**config.mk**
```make
export PLATFORM = sky130hd
export DESIGN_NAME = pipeline_ctrl
export DESIGN_NICKNAME = d
export VERILOG_FILES = /design/src/rtl/pipeline_ctrl_pkg.sv /design/src/rtl/pipeline_ctrl_scoreboard.sv /design/src/rtl/pipeline_ctrl.sv
export SDC_FILE = /design/constraint.sdc
export NUM_CORES = 1
export LEC_CHECK = 0
export CORE_ASPECT_RATIO = 0.5
export CORE_MARGIN = 2
export CORE_UTILIZATION = 51
export DETAILED_ROUTE_END_ITERATION = 10
export PLACE_DENSITY = 0.91
export SYNTH_ARGS = -nofsm -noshare
export SYNTH_HDL_FRONTEND = slang
export SYNTH_SLANG_ARGS = --single-unit
export TNS_END_PERCENT = 20
```
**constraint.sdc**
```tcl
create_clock -name clk -period 3.7 [get_ports clk]
set_clock_uncertainty 0.2 [all_clocks]
set_input_delay 1.11 -clock clk [delete_from_list [all_inputs] [get_ports clk]]
set_output_delay 1.11 -clock clk [all_outputs]
set_load 0.01 [all_outputs]
```
**src/rtl/pipeline_ctrl_pkg.sv**
```systemverilog
// Shared definitions for the pipeline hazard/branch controller:
// FSM state encoding, register-index width and source-valid bit positions.
package pipeline_ctrl_pkg;

    typedef enum logic [1:0] {
        ST_RUN   = 2'd0,
        ST_STALL = 2'd1,
        ST_FLUSH = 2'd2
    } state_e;

    localparam int unsigned REG_W    = 3;
    localparam int unsigned NUM_REGS = 1 << REG_W;
    localparam int unsigned NUM_SRC  = 4;

    // Bit positions within src_vld and within the packed source-register bus
    localparam int unsigned VLD_RM = 0;
    localparam int unsigned VLD_RD = 1;
    localparam int unsigned VLD_SM = 2;
    localparam int unsigned VLD_SN = 3;

endpackage

```
**src/rtl/pipeline_ctrl_scoreboard.sv**
```systemverilog
// Load scoreboard: one 2-bit busy countdown per register plus the
// combinational load-use hazard compare against the IF/ID sources.
module load_scoreboard
    import pipeline_ctrl_pkg::*;
#(
    parameter int unsigned LOAD_LAT = 2
) (
    input  logic                       clk,
    input  logic                       rst_n,
    input  logic                       ld_issue,
    input  logic [REG_W-1:0]           ld_rd,
    input  logic [NUM_SRC*REG_W-1:0]   src_regs,
    input  logic [NUM_SRC-1:0]         src_vld,
    output logic                       hazard
);

    localparam logic [1:0] LAT = 2'(LOAD_LAT);

    logic [1:0] cnt_q [NUM_REGS];
    logic [1:0] cnt_d [NUM_REGS];

    // A fresh load overrides the decrement, which also restarts a busy register
    always_comb begin
        for (int unsigned r = 0; r < NUM_REGS; r++) begin
            cnt_d[r] = (cnt_q[r] != '0) ? cnt_q[r] - 2'd1 : '0;
        end
        if (ld_issue) begin
            cnt_d[ld_rd] = LAT;
        end
    end

    always_comb begin
        hazard = 1'b0;
        for (int unsigned s = 0; s < NUM_SRC; s++) begin
            if (src_vld[s] && (cnt_q[src_regs[s*REG_W +: REG_W]] != '0)) begin
                hazard = 1'b1;
            end
        end
    end

    always_ff @(posedge clk or negedge rst_n) begin
        if (!rst_n) begin
            for (int unsigned r = 0; r < NUM_REGS; r++) begin
                cnt_q[r] <= '0;
            end
        end else begin
            for (int unsigned r = 0; r < NUM_REGS; r++) begin
                cnt_q[r] <= cnt_d[r];
            end
        end
    end

endmodule

```
**src/rtl/pipeline_ctrl.sv**
```systemverilog
// Pipeline control: load-use stall and taken-branch flush sequencing with
// combinational PC/IF-ID/ID-EX controls and a saturating stall counter.
module pipeline_ctrl
    import pipeline_ctrl_pkg::*;
#(
    parameter int unsigned LOAD_LAT   = 2,
    parameter int unsigned BR_PENALTY = 2
) (
    input  logic               clk,
    input  logic               rst_n,
    input  logic               ld_issue,
    input  logic [REG_W-1:0]   ld_rd,
    input  logic [REG_W-1:0]   src_rm,
    input  logic [REG_W-1:0]   src_rd,
    input  logic [REG_W-1:0]   src_sm,
    input  logic [REG_W-1:0]   src_sn,
    input  logic [NUM_SRC-1:0] src_vld,
    input  logic               br_taken,
    output logic               pc_write,
    output logic               ifid_write,
    output logic               ctrl_mux,
    output logic               ifid_flush,
    output logic [15:0]        stall_cnt
);

    localparam logic [1:0] PEN_LOAD = 2'(BR_PENALTY - 1);

    state_e                   state_q, state_d;
    logic [1:0]               pen_q, pen_d;
    logic [15:0]              stall_cnt_q, stall_cnt_d;
    logic [NUM_SRC*REG_W-1:0] src_regs;
    logic                     hazard;

    always_comb begin
        src_regs = '0;
        src_regs[VLD_RM*REG_W +: REG_W] = src_rm;
        src_regs[VLD_RD*REG_W +: REG_W] = src_rd;
        src_regs[VLD_SM*REG_W +: REG_W] = src_sm;
        src_regs[VLD_SN*REG_W +: REG_W] = src_sn;
    end

    load_scoreboard #(
        .LOAD_LAT (LOAD_LAT)
    ) u_scoreboard (
        .clk      (clk),
        .rst_n    (rst_n),
        .ld_issue (ld_issue),
        .ld_rd    (ld_rd),
        .src_regs (src_regs),
        .src_vld  (src_vld),
        .hazard   (hazard)
    );

    always_comb begin
        state_d     = state_q;
        pen_d       = pen_q;
        stall_cnt_d = stall_cnt_q;
        pc_write    = 1'b1;
        ifid_write  = 1'b1;
        ctrl_mux    = 1'b1;
        ifid_flush  = 1'b0;

        // Branch beats hazard; hazard is ignored while flushing
        if (br_taken || (state_q == ST_FLUSH)) begin
            ifid_flush = 1'b1;
            ctrl_mux   = 1'b0;
        end else if (hazard) begin
            pc_write   = 1'b0;
            ifid_write = 1'b0;
            ctrl_mux   = 1'b0;
            if (stall_cnt_q != 16'hFFFF) begin
                stall_cnt_d = stall_cnt_q + 16'd1;
            end
        end

        case (state_q)
            ST_FLUSH: begin
                if (br_taken) begin
                    pen_d = PEN_LOAD;
                end else if (pen_q <= 2'd1) begin
                    pen_d   = '0;
                    state_d = ST_RUN;
                end else begin
                    pen_d = pen_q - 2'd1;
                end
            end
            default: begin
                if (br_taken) begin
                    if (BR_PENALTY > 1) begin
                        state_d = ST_FLUSH;
                        pen_d   = PEN_LOAD;
                    end else begin
                        state_d = ST_RUN;
                    end
                end else if (hazard) begin
                    state_d = ST_STALL;
                end else begin
                    state_d = ST_RUN;
                end
            end
        endcase
    end

    always_ff @(posedge clk or negedge rst_n) begin
        if (!rst_n) begin
            state_q     <= ST_RUN;
            pen_q       <= '0;
            stall_cnt_q <= '0;
        end else begin
            state_q     <= state_d;
            pen_q       <= pen_d;
            stall_cnt_q <= stall_cnt_d;
        end
    end

    assign stall_cnt = stall_cnt_q;

endmodule

```
# Word-level counts from Yosys, hierarchy flattened
# Cells that the tools add are included.
# totals
input_bits,23
regBits,36
output_inout_bits,20
elab_cells,102
# classes
n_eq_ne,4
n_mux,40
bitwise,9
n_lt_le_gt_ge,7
n_reduce_logical,21
add_sub_neg,10
# ops
cell,count
$mux 2,25
$reduce_bool 2->1,13
$bmux 2 s3,4
$ge 4x4->1 const B,5
$not 3->4,5
$sub 2x1->2 const B,9
$add 16x1->16 const B,1
$mux 16,1
$ne 16x16->1 const B,1
$mux 1,9
$and 8x8->8,1
$not 8->8,1
$or 8x8->8,1
$demux 2 s3,1
$logic_and 1x1->1,5
$lt 4x1->1 const B,1
$reduce_and 3->1,1
$eq 2x2->1 const B,1
$le 2x1->1 const B,1
$ne 2x1->1 const B,1
$ne 2x2->1 const B,1
$reduce_and 2->1,1
$logic_or 1x1->1,1
$not 1->1,1

# Depth between registers and ports, before layout
# Gate-level depths: netlist (run 1).
# logic_depth
word_depth,13
ltp_mapped,9
depth_no_buf,7

# Cells and area by module
# A second synthesis (run 1) with hierarchy kept.
# unflattened
hier_cells,195
area_unflattened_um2,1956.9
# modules_own_cells
mod,area_per_inst_um2,seq_area_each_um2,cells_each,instances
pipeline_ctrl,1002.2,500.5,90,1
load_scoreboard,954.7,400.4,105,1

# Worst setup path before layout (run 1)
# No wires, ideal clock.
# synth_timing
path_kind,in2out
from,input src_rm[0]
to,output pc_write
stages,9
path_buffers,3
t_arrival_ns,2.347
required_time_ns,2.390
slack_ns,0.043
cell_sequence,nor4b_1 a311oi_1 a32oi_1 and4_1 buf_6 buf_12 nor2_1 inv_1 buf_4
# synth_via
elab_chain_len,12
# synth_lines
element,line,rtl
start: declaration,pipeline_ctrl.sv:13,"input logic [REG_W-1:0] src_rm,"
$not 3->4 (implied by the code),pipeline_ctrl_scoreboard.sv:35,if (src_vld[s] && (cnt_q[src_regs[s*REG_W +: REG_W]] != '0)) begin
$bmux 2 s3,pipeline_ctrl_scoreboard.sv:35,
$mux 2 (implied by the code) (2 in a row),pipeline_ctrl_scoreboard.sv:35,
$reduce_bool 2->1,pipeline_ctrl_scoreboard.sv:35,
$logic_and 1x1->1,pipeline_ctrl_scoreboard.sv:35,
$mux 1 (4 in a row),pipeline_ctrl_scoreboard.sv:35,
$mux 1 (2 in a row),--,
end: declaration,pipeline_ctrl.sv:19,"output logic pc_write,"
# Every way passes these cells. The select of a mux whose other input is x is not followed.

# Final worst setup path (run 1)
# layout_timing
from,input src_rm[1]
to,output ctrl_mux
# layout_via
elab_chain_len,12
# layout_lines
element,line,rtl
$not 3->4 (implied by the code),pipeline_ctrl_scoreboard.sv:35,
$bmux 2 s3,pipeline_ctrl_scoreboard.sv:35,
$mux 2 (implied by the code) (2 in a row),pipeline_ctrl_scoreboard.sv:35,
$reduce_bool 2->1,pipeline_ctrl_scoreboard.sv:35,
$logic_and 1x1->1,pipeline_ctrl_scoreboard.sv:35,
$mux 1 (4 in a row),pipeline_ctrl_scoreboard.sv:35,
$mux 1,pipeline_ctrl.sv:67,end else if (hazard) begin
$mux 1,pipeline_ctrl.sv:64,if (br_taken || (state_q == ST_FLUSH)) begin
end: declaration,pipeline_ctrl.sv:21,"output logic ctrl_mux,"
# Every way passes these cells. The select of a mux whose other input is x is not followed.

==> flow_metrics.py, run 1 <==
metrics = {
    "run_status": {
        "status": "finished with violations",
        "violations": "setup timing",
    },
    "die": {
        "initial_core_util_pct": 52.2,
        "die-area_mm2": 0.00448,
        "num_rows": 16,
        "fp.dieH_um": 48.3,
        "die_w_um": 92.7,
        "core_mm2": 0.00384,
        "io_pins": 43,
    },
    "timing": {
        "tns_ns": -0.0318,
        "hold_violations": 0,
        "fin_crit_ns": 3.73,
        "fin_ws_ns": -0.0269,
        "worst_pin_slew_ns": 0.516,
        "maxSlewHeadroom_pct": 65.5,
        "period_share_pct": 101,
        "setup_viol": 3,
        "max_freq_mhz": 268,
        "drv_slew": 0,
    },
    "placement": {
        "port_buffers": 42,
        "globalplace.congestion": 0.867,
        "dp.cells": 300,
        "dpl_cell_area_mm2": 0.00254,
        "dp_hpwl_um": 3340,
    },
    "flow_run": {
        "drv_cap": 0,
    },
    "logic_synthesis": {
        "synth_flop_cell": "dfrtp_1",
        "synthCells": 196,
        "synth_top_area_share_pct": 44.9,
        "ys_top_cells_by_count": "36 x dfrtp_1, 19 x nor2_1, 17 x nand2_1, 17 x nor3b_1, 15 x nor3_1",
        "syn_avg_cell_area_um2": 10.2,
        "ys_top_cells_by_area": "dfrtp_1 45%, nor3b_1 6.4%, xor2_1 5.2%",
        "synth_warnings": 0,
        "synth_most_common_cell": "dfrtp_1",
        "yosysUniqueCellTypes": 42,
        "synth_seq_cells": 36,
        "synth_edf_count": 0,
        "async_flop_share_pct": 100,
        "synthesis.area_mm2": 0.00201,
        "synth_top_area_cell": "dfrtp_1",
        "synth_nets": 220,
        "seq_area_frac_synth_pct": 44.9,
    },
    "routing": {
        "drc": 0,
        "vias_per_cell": 5.89,
        "vias": 1813,
        "ant_nets": 0,
        "firstDrtPassIters": 4,
        "first_iter_violations": 60,
        "wl_um": 5060,
        "wl_per_cell_um": 16.4,
    },
    "power_and_ir_drop": {
        "power.leakage_nw": 1.26,
        "p_per_area_mw_per_mm2": 374,
        "total_power_mw": 1.03,
        "ir_drop_uv": 177,
    },
    "setup_path": {
        "crit_cells": 7,
        "critPathCaptureType": "output pin",
        "slowest_stage": "nor4b_2",
        "r2r_start": "u_scoreboard.cnt_q[5]$_DFF_PN0_",
        "rr_endpoint": "stall_cnt[1]$_DFFE_PN0P_",
        "cpPeakStageDelay_ns": 0.33,
        "crit_start": "src_rm[1]",
        "required_ns": 2.39,
        "crit_end": "ctrl_mux",
        "critPathTopFamily": "simple AND/OR/NAND/NOR gates",
        "startpoint_type": "primary input",
        "reg2reg_slack_ns": 1.14,
        "cp_max_fo": 6,
        "worstSetupPathType": "in2out",
        "arrival_ns": 2.42,
        "cp_num_buf_inv": 2,
        "worstPathCellList": "clkbuf_2 > nor4b_2 > a311oi_1 > a32oi_1 > and4_4 > and2_4 > buf_6",
        "ff2ff_path_depth": 7,
    },
    "cells_and_area": {
        "fin_util_pct": 71.9,
        "design_area_mm2": 0.00277,
        "syn2layout_area_growth_pct": 37.9,
        "diodes": 0,
        "fillers": 270,
        "multi_input_area_mm2": 0.00122,
        "finalNonFillerCells": 308,
        "regArea_um2": 901,
        "drive_gt1_share_pct": 24.8,
        "nets": 277,
    },
    "clocking": {
        "clk_latency_ns": 0.29,
        "cts_tree": "yes",
        "cts_num_sinks": 36,
        "clockBufferDepth": 2,
        "numCtsBuffers": 5,
        "htreeDepth": 2,
        "clockRootBuffer": "clkbuf_8",
        "clkTransAtPathRegs_ns": 0.07,
    },
    "global_route": {
        "grt_pass1_wl_um": 7840,
        "grt_pass1_vias": 1767,
        "grt_util_all_layers_pct": 22.3,
        "grt_max_degree": 37,
        "antenna_found_initial": 0,
        "grt.overflow.total": 0,
    },
    "min_path": {
        "min_path_type": "reg2reg",
    },
}
## registers in the layout, indices dropped and copies added, names as in the netlist
| signal | count |
|---|---|
| stall_cnt | 16 |
| u_scoreboard.cnt_q | 16 |
| pen_q | 2 |
| state_q | 2 |
## layout make-up
| type | count | share of cell area, % |
|---|---|---|
| clock buffers | 8 | 3.26 |
| inverters | 3 | 0.407 |
| multi-input cells | 154 | 44.2 |
| flip-flops and latches | 36 | 32.6 |
| well taps | 54 | 2.44 |
| repair buffers | 53 | 17.1 |
## through the flow
step                      worst slack (ns)  hold slack (ns)
after detailed placement            -0.821            0.257
after floorplan                     0.0431            0.233
final                              -0.0269            0.263
after global placement              -0.762            0.245
after global routing               -0.0445            0.298
after CTS                          -0.0574            0.266
## how the worst min path moves through the flow
| stage | slack, ns | from | endpoint | depth (start not counted) |
|---|---|---|---|---|
| after CTS | 0.27 | u_scoreboard.cnt_q[8]$_DFF_PN0_ | u_scoreboard.cnt_q[8]$_DFF_PN0_ | 1 |
| after global routing | 0.30 | u_scoreboard.cnt_q[0]$_DFF_PN0_ | u_scoreboard.cnt_q[0]$_DFF_PN0_ | 1 |
| final | 0.26 | u_scoreboard.cnt_q[8]$_DFF_PN0_ | u_scoreboard.cnt_q[8]$_DFF_PN0_ | 1 |
| after global placement | 0.25 | u_scoreboard.cnt_q[8]$_DFF_PN0_ | u_scoreboard.cnt_q[8]$_DFF_PN0_ | 1 |
| after detailed placement | 0.26 | u_scoreboard.cnt_q[8]$_DFF_PN0_ | u_scoreboard.cnt_q[8]$_DFF_PN0_ | 1 |
| after floorplan | 0.23 | u_scoreboard.cnt_q[0]$_DFF_PN0_ | u_scoreboard.cnt_q[0]$_DFF_PN0_ | 1 |
## logic make-up after synthesis
| kind of cell | synth area share [%] |
|---|---|
| XOR/XNOR | 5.68 |
| AND/OR/NAND/NOR | 33.4 |
| buffers and inverters | 2.50 |
| adder cells (fa/ha/maj) | 0.624 |
| multiplexers | 1.12 |
| AO/OA/AOI/OAI | 11.7 |
| flip-flops | 44.9 |
## where the power goes
group          internal [mW]  leakage (nW)  switching [mW]
clock network          0.152        0.0455           0.135
registers              0.431         0.476          0.0467
logic                  0.141         0.743           0.128
## timing repair
action,in CTS,in global routing
pin swaps,8,10
endpoints found under the setup margin,4,3
buffers inserted,0,0
hold buffers,0,0
gates cloned,0,0
endpoints found under the hold margin,0,0
gates resized for setup,52,37
## routing by layer
metal | global-route usage [%] | vias up | part of all wire [%]
li1 | - | 833 | -
met4 | 7.11 | 0 | 1.8
met3 | 6.23 | 12 | 4.1
met2 | 39.9 | 61 | 52
met5 | 0 | - | 0
met1 | 26.2 | 907 | 42
## cell usage in the layout (no fill, tap or decap), types with 3 or more instances in the layout
cell,synthesis,routed
a21o_1,7,7
a31oi_1,3,3
a32oi_1,3,3
buf_4,1,10
buf_6,1,3
clkbuf_2,0,5
clkbuf_8,0,6
clkdlybuf4s50_1,0,22
dfrtp_1,36,36
dlygate4sd2_1,0,4
dlymetal6s2s_1,0,4
inv_1,3,3
nand2_1,17,16
nand2b_1,7,6
nand3_1,9,9
nor2_1,19,18
nor2b_1,3,3
nor3_1,15,11
nor3_2,2,5
nor3_4,2,3
nor3b_1,17,14
nor3b_2,1,4
nor4b_2,1,4
nor4b_4,1,3
o21bai_1,6,6
xor2_1,12,12
(Power assumes the default switching activity.)
==> run 2: changes to the inputs <==
--- a/config.mk
+++ b/config.mk
@@ -7,9 +7,9 @@
 export LEC_CHECK = 0
 export CORE_ASPECT_RATIO = 0.5
 export CORE_MARGIN = 2
-export CORE_UTILIZATION = 51
+export CORE_UTILIZATION = 30
 export DETAILED_ROUTE_END_ITERATION = 10
-export PLACE_DENSITY = 0.91
+export PLACE_DENSITY = 0.63
 export SYNTH_ARGS = -nofsm -noshare
 export SYNTH_HDL_FRONTEND = slang
 export SYNTH_SLANG_ARGS = --single-unit
==> constraint.sdc (replaced) <==
create_clock -name clk -period 3.7 [get_ports clk]
set_clock_uncertainty 0.2 [all_clocks]
set_input_delay 1.11 -clock clk [delete_from_list [all_inputs] [get_ports clk]]
set_output_delay 1.11 -clock clk [all_outputs]
set_load 0.005 [all_outputs]
==> run 2 against run 1 <==
  * Largest cell class unchanged
  * Core utilization down 25 points
  * Register-to-register slack better by 0.03 ns
  * Via count down 4.8%
  * The flow now finishes without violations
  * Sequential share of layout area down 1.9 points
  * Hold slack worse by 0.0030 ns
  * Highest routed layer unchanged
  * First-iteration DRC count up 70%
  * Largest power group unchanged
==> flow_metrics.py, run 2 (same netlist as run 1, synthesis figures left out) <==
metrics = {
    "run_status": {
        "status": "complete, no violations",
    },
    "timing": {
        "fin_ws_ns": 0.0282,
        "rsz0062_at_grt": "true",
        "tns_ns": 0,
        "hold_violations": 0,
        "period_share_pct": 99.2,
        "maxSlewHeadroom_pct": 68.1,
        "worst_pin_slew_ns": 0.478,
        "holdWs_ns": 0.261,
        "max_freq_mhz": 272,
        "setup_viol": 0,
        "drv_slew": 0,
        "fin_crit_ns": 3.67,
    },
    "cells_and_area": {
        "regArea_um2": 901,
        "final_common_cell": "dfrtp_1",
        "drive_gt1_share_pct": 29.4,
        "multi_input_area_mm2": 0.00124,
        "nets": 278,
        "syn2layout_area_growth_pct": 46.3,
        "fillers": 595,
        "diodes": 0,
        "final_cell_mix": "36 x dfrtp_1, 22 x clkdlybuf4s50_1, 17 x nor2_1, 17 x nand2_1",
    },
    "placement": {
        "dp_hpwl_um": 3550,
        "dp_slack_ns": -0.787,
        "port_buffers": 42,
        "globalplace.congestion": 0.862,
    },
    "global_route": {
        "met3_usage_pct": 3.83,
        "grtUsageMet2_pct": 23.8,
        "antenna_found_initial": 0,
        "grt_pass1_wl_um": 8180,
        "grt_util_all_layers_pct": 14.1,
        "grt.busiest_layer": "met2",
        "grt.met1_usage_pct": 18.2,
        "grt_pass1_vias": 1685,
        "grt.overflow.total": 0,
        "grt_max_degree": 37,
    },
    "setup_path": {
        "cp_max_fo": 8,
        "worstPathCellList": "buf_12 > nor4b_4 > a31oi_1 > a32oi_1 > and4_4 > buf_6 > and2_4 > buf_6",
        "crit_cells": 8,
        "critPathTopFamily": "simple AND/OR/NAND/NOR gates",
        "cpPeakStageDelay_ns": 0.27,
        "ff2ff_path_depth": 8,
        "reg2reg_slack_ns": 1.17,
        "startpoint_type": "primary input",
        "slowest_stage": "and4_4",
        "critPathCaptureType": "output pin",
        "rr_endpoint": "stall_cnt[1]$_DFFE_PN0P_",
        "cp_num_buf_inv": 3,
        "crit_start": "src_rd[1]",
        "required_ns": 2.39,
        "r2r_start": "u_scoreboard.cnt_q[12]$_DFF_PN0_",
        "arrival_ns": 2.36,
        "cpMostUsedCell": "buf_6",
        "worstSetupPathType": "in2out",
    },
    "routing": {
        "vias": 1726,
        "firstDrtPassIters": 4,
        "first_iter_violations": 102,
        "vias_per_cell": 5.03,
        "drc": 0,
        "wl_um": 4880,
        "wl_per_cell_um": 14.2,
        "ant_nets": 0,
    },
    "clocking": {
        "clk_latency_ns": 0.28,
        "clkTransAtPathRegs_ns": 0.05,
        "clockRootBuffer": "clkbuf_16",
        "cts_num_sinks": 36,
        "numCtsBuffers": 5,
        "ctsHoldBuffers": 0,
        "clockBufferDepth": 2,
        "cts_tree": "yes",
        "htreeDepth": 2,
    },
    "power_and_ir_drop": {
        "power_frac_comb_pct": 21.6,
        "seq_power_share_pct": 39.5,
        "total_power_mw": 1.22,
        "ir_drop_uv": 161,
        "p_sw_share_pct": 26.1,
        "p_sw_mw": 0.318,
        "internal-power_mw": 0.899,
        "power_frac_clock_pct": 39.0,
        "power.leakage_nw": 1.31,
        "p_per_area_mw_per_mm2": 415,
    },
    "die": {
        "die_w_um": 120,
        "num_rows": 20,
        "initial_core_util_pct": 32.1,
        "die-area_mm2": 0.00740,
        "io_pins": 43,
        "fp.dieH_um": 61.8,
        "core_mm2": 0.00626,
    },
    "min_path": {
        "hold-path-cell-count": 1,
        "hold_end": "u_scoreboard.cnt_q[8]$_DFF_PN0_",
        "min_path_type": "reg2reg",
        "min_from": "u_scoreboard.cnt_q[8]$_DFF_PN0_",
    },
    "flow_run": {
        "drv_cap": 0,
    },
}
==> run 2: cell count changes in the layout (fill, tap and decap cells not counted), moves of 2 or more <==
cell,delta
clkbuf_8,-6
inv_2,+2
clkbuf_16,+5
buf_6,+6
nor3b_2,+2
inv_1,-2
clkbuf_1,-2
nor4b_2,-2
dlymetal6s2s_1,-3
nor3b_1,-2
nor4b_4,+2
buf_4,-4
==> run 2: what timing repair did <==
| item | CTS | global route |
|---|---|---|
| resized for setup | 85 | 33 |
| buffers inserted | 3 | 1 |
| pin swaps | 15 | 11 |
| endpoints found under the hold margin | 0 | 0 |
| endpoints found under the setup margin | 4 | 4 |
==> run 2: worst max path at each step <==
stage / end
6_report: ctrl_mux
5_1_grt: ctrl_mux
4_1_cts: ctrl_mux
3_5_place_dp: ctrl_mux
3_3_place_gp: ctrl_mux
2_1_floorplan: pc_write
==> run 2: routing by layer <==
| layer | vias to the layer above | routed length (um) |
|---|---|---|
| met5 | - | 0 |
| met3 | 6 | 180 |
| met2 | 34 | 2340 |
| met4 | 0 | 46 |
| li1 | 842 | - |
| met1 | 844 | 2320 |
==> run 2: stage by stage <==
step | util, % | instance area, um^2 | instances
floorplan | - | 2010 | 196
global placement | 40.9 | 2560 | 331
detailed placement | 40.9 | 2560 | 331
CTS | 45.2 | 2830 | 342
global route | 46.9 | 2930 | 343
finish | 46.9 | 2930 | 343
==> run 2: cell type report <==
cell class              count  area share, %
inverters                   3          0.384
repair buffers             54           17.3
well taps                  88           3.75
flip-flops and latches     36           30.7
clock inverters             3           1.45
clock buffers               5           4.26
multi-input cells         154           42.1
==> run 2: power groups by stage <==
stage	sequential [mW]	combinational (mW)	clock (mW)
4_1_cts	0.480	0.252	0.488
5_1_grt	0.488	0.290	0.514
3_3_place_gp	0.483	0.233	0
2_1_floorplan	0.478	0.111	0
6_report	0.481	0.263	0.474
3_5_place_dp	0.486	0.236	0
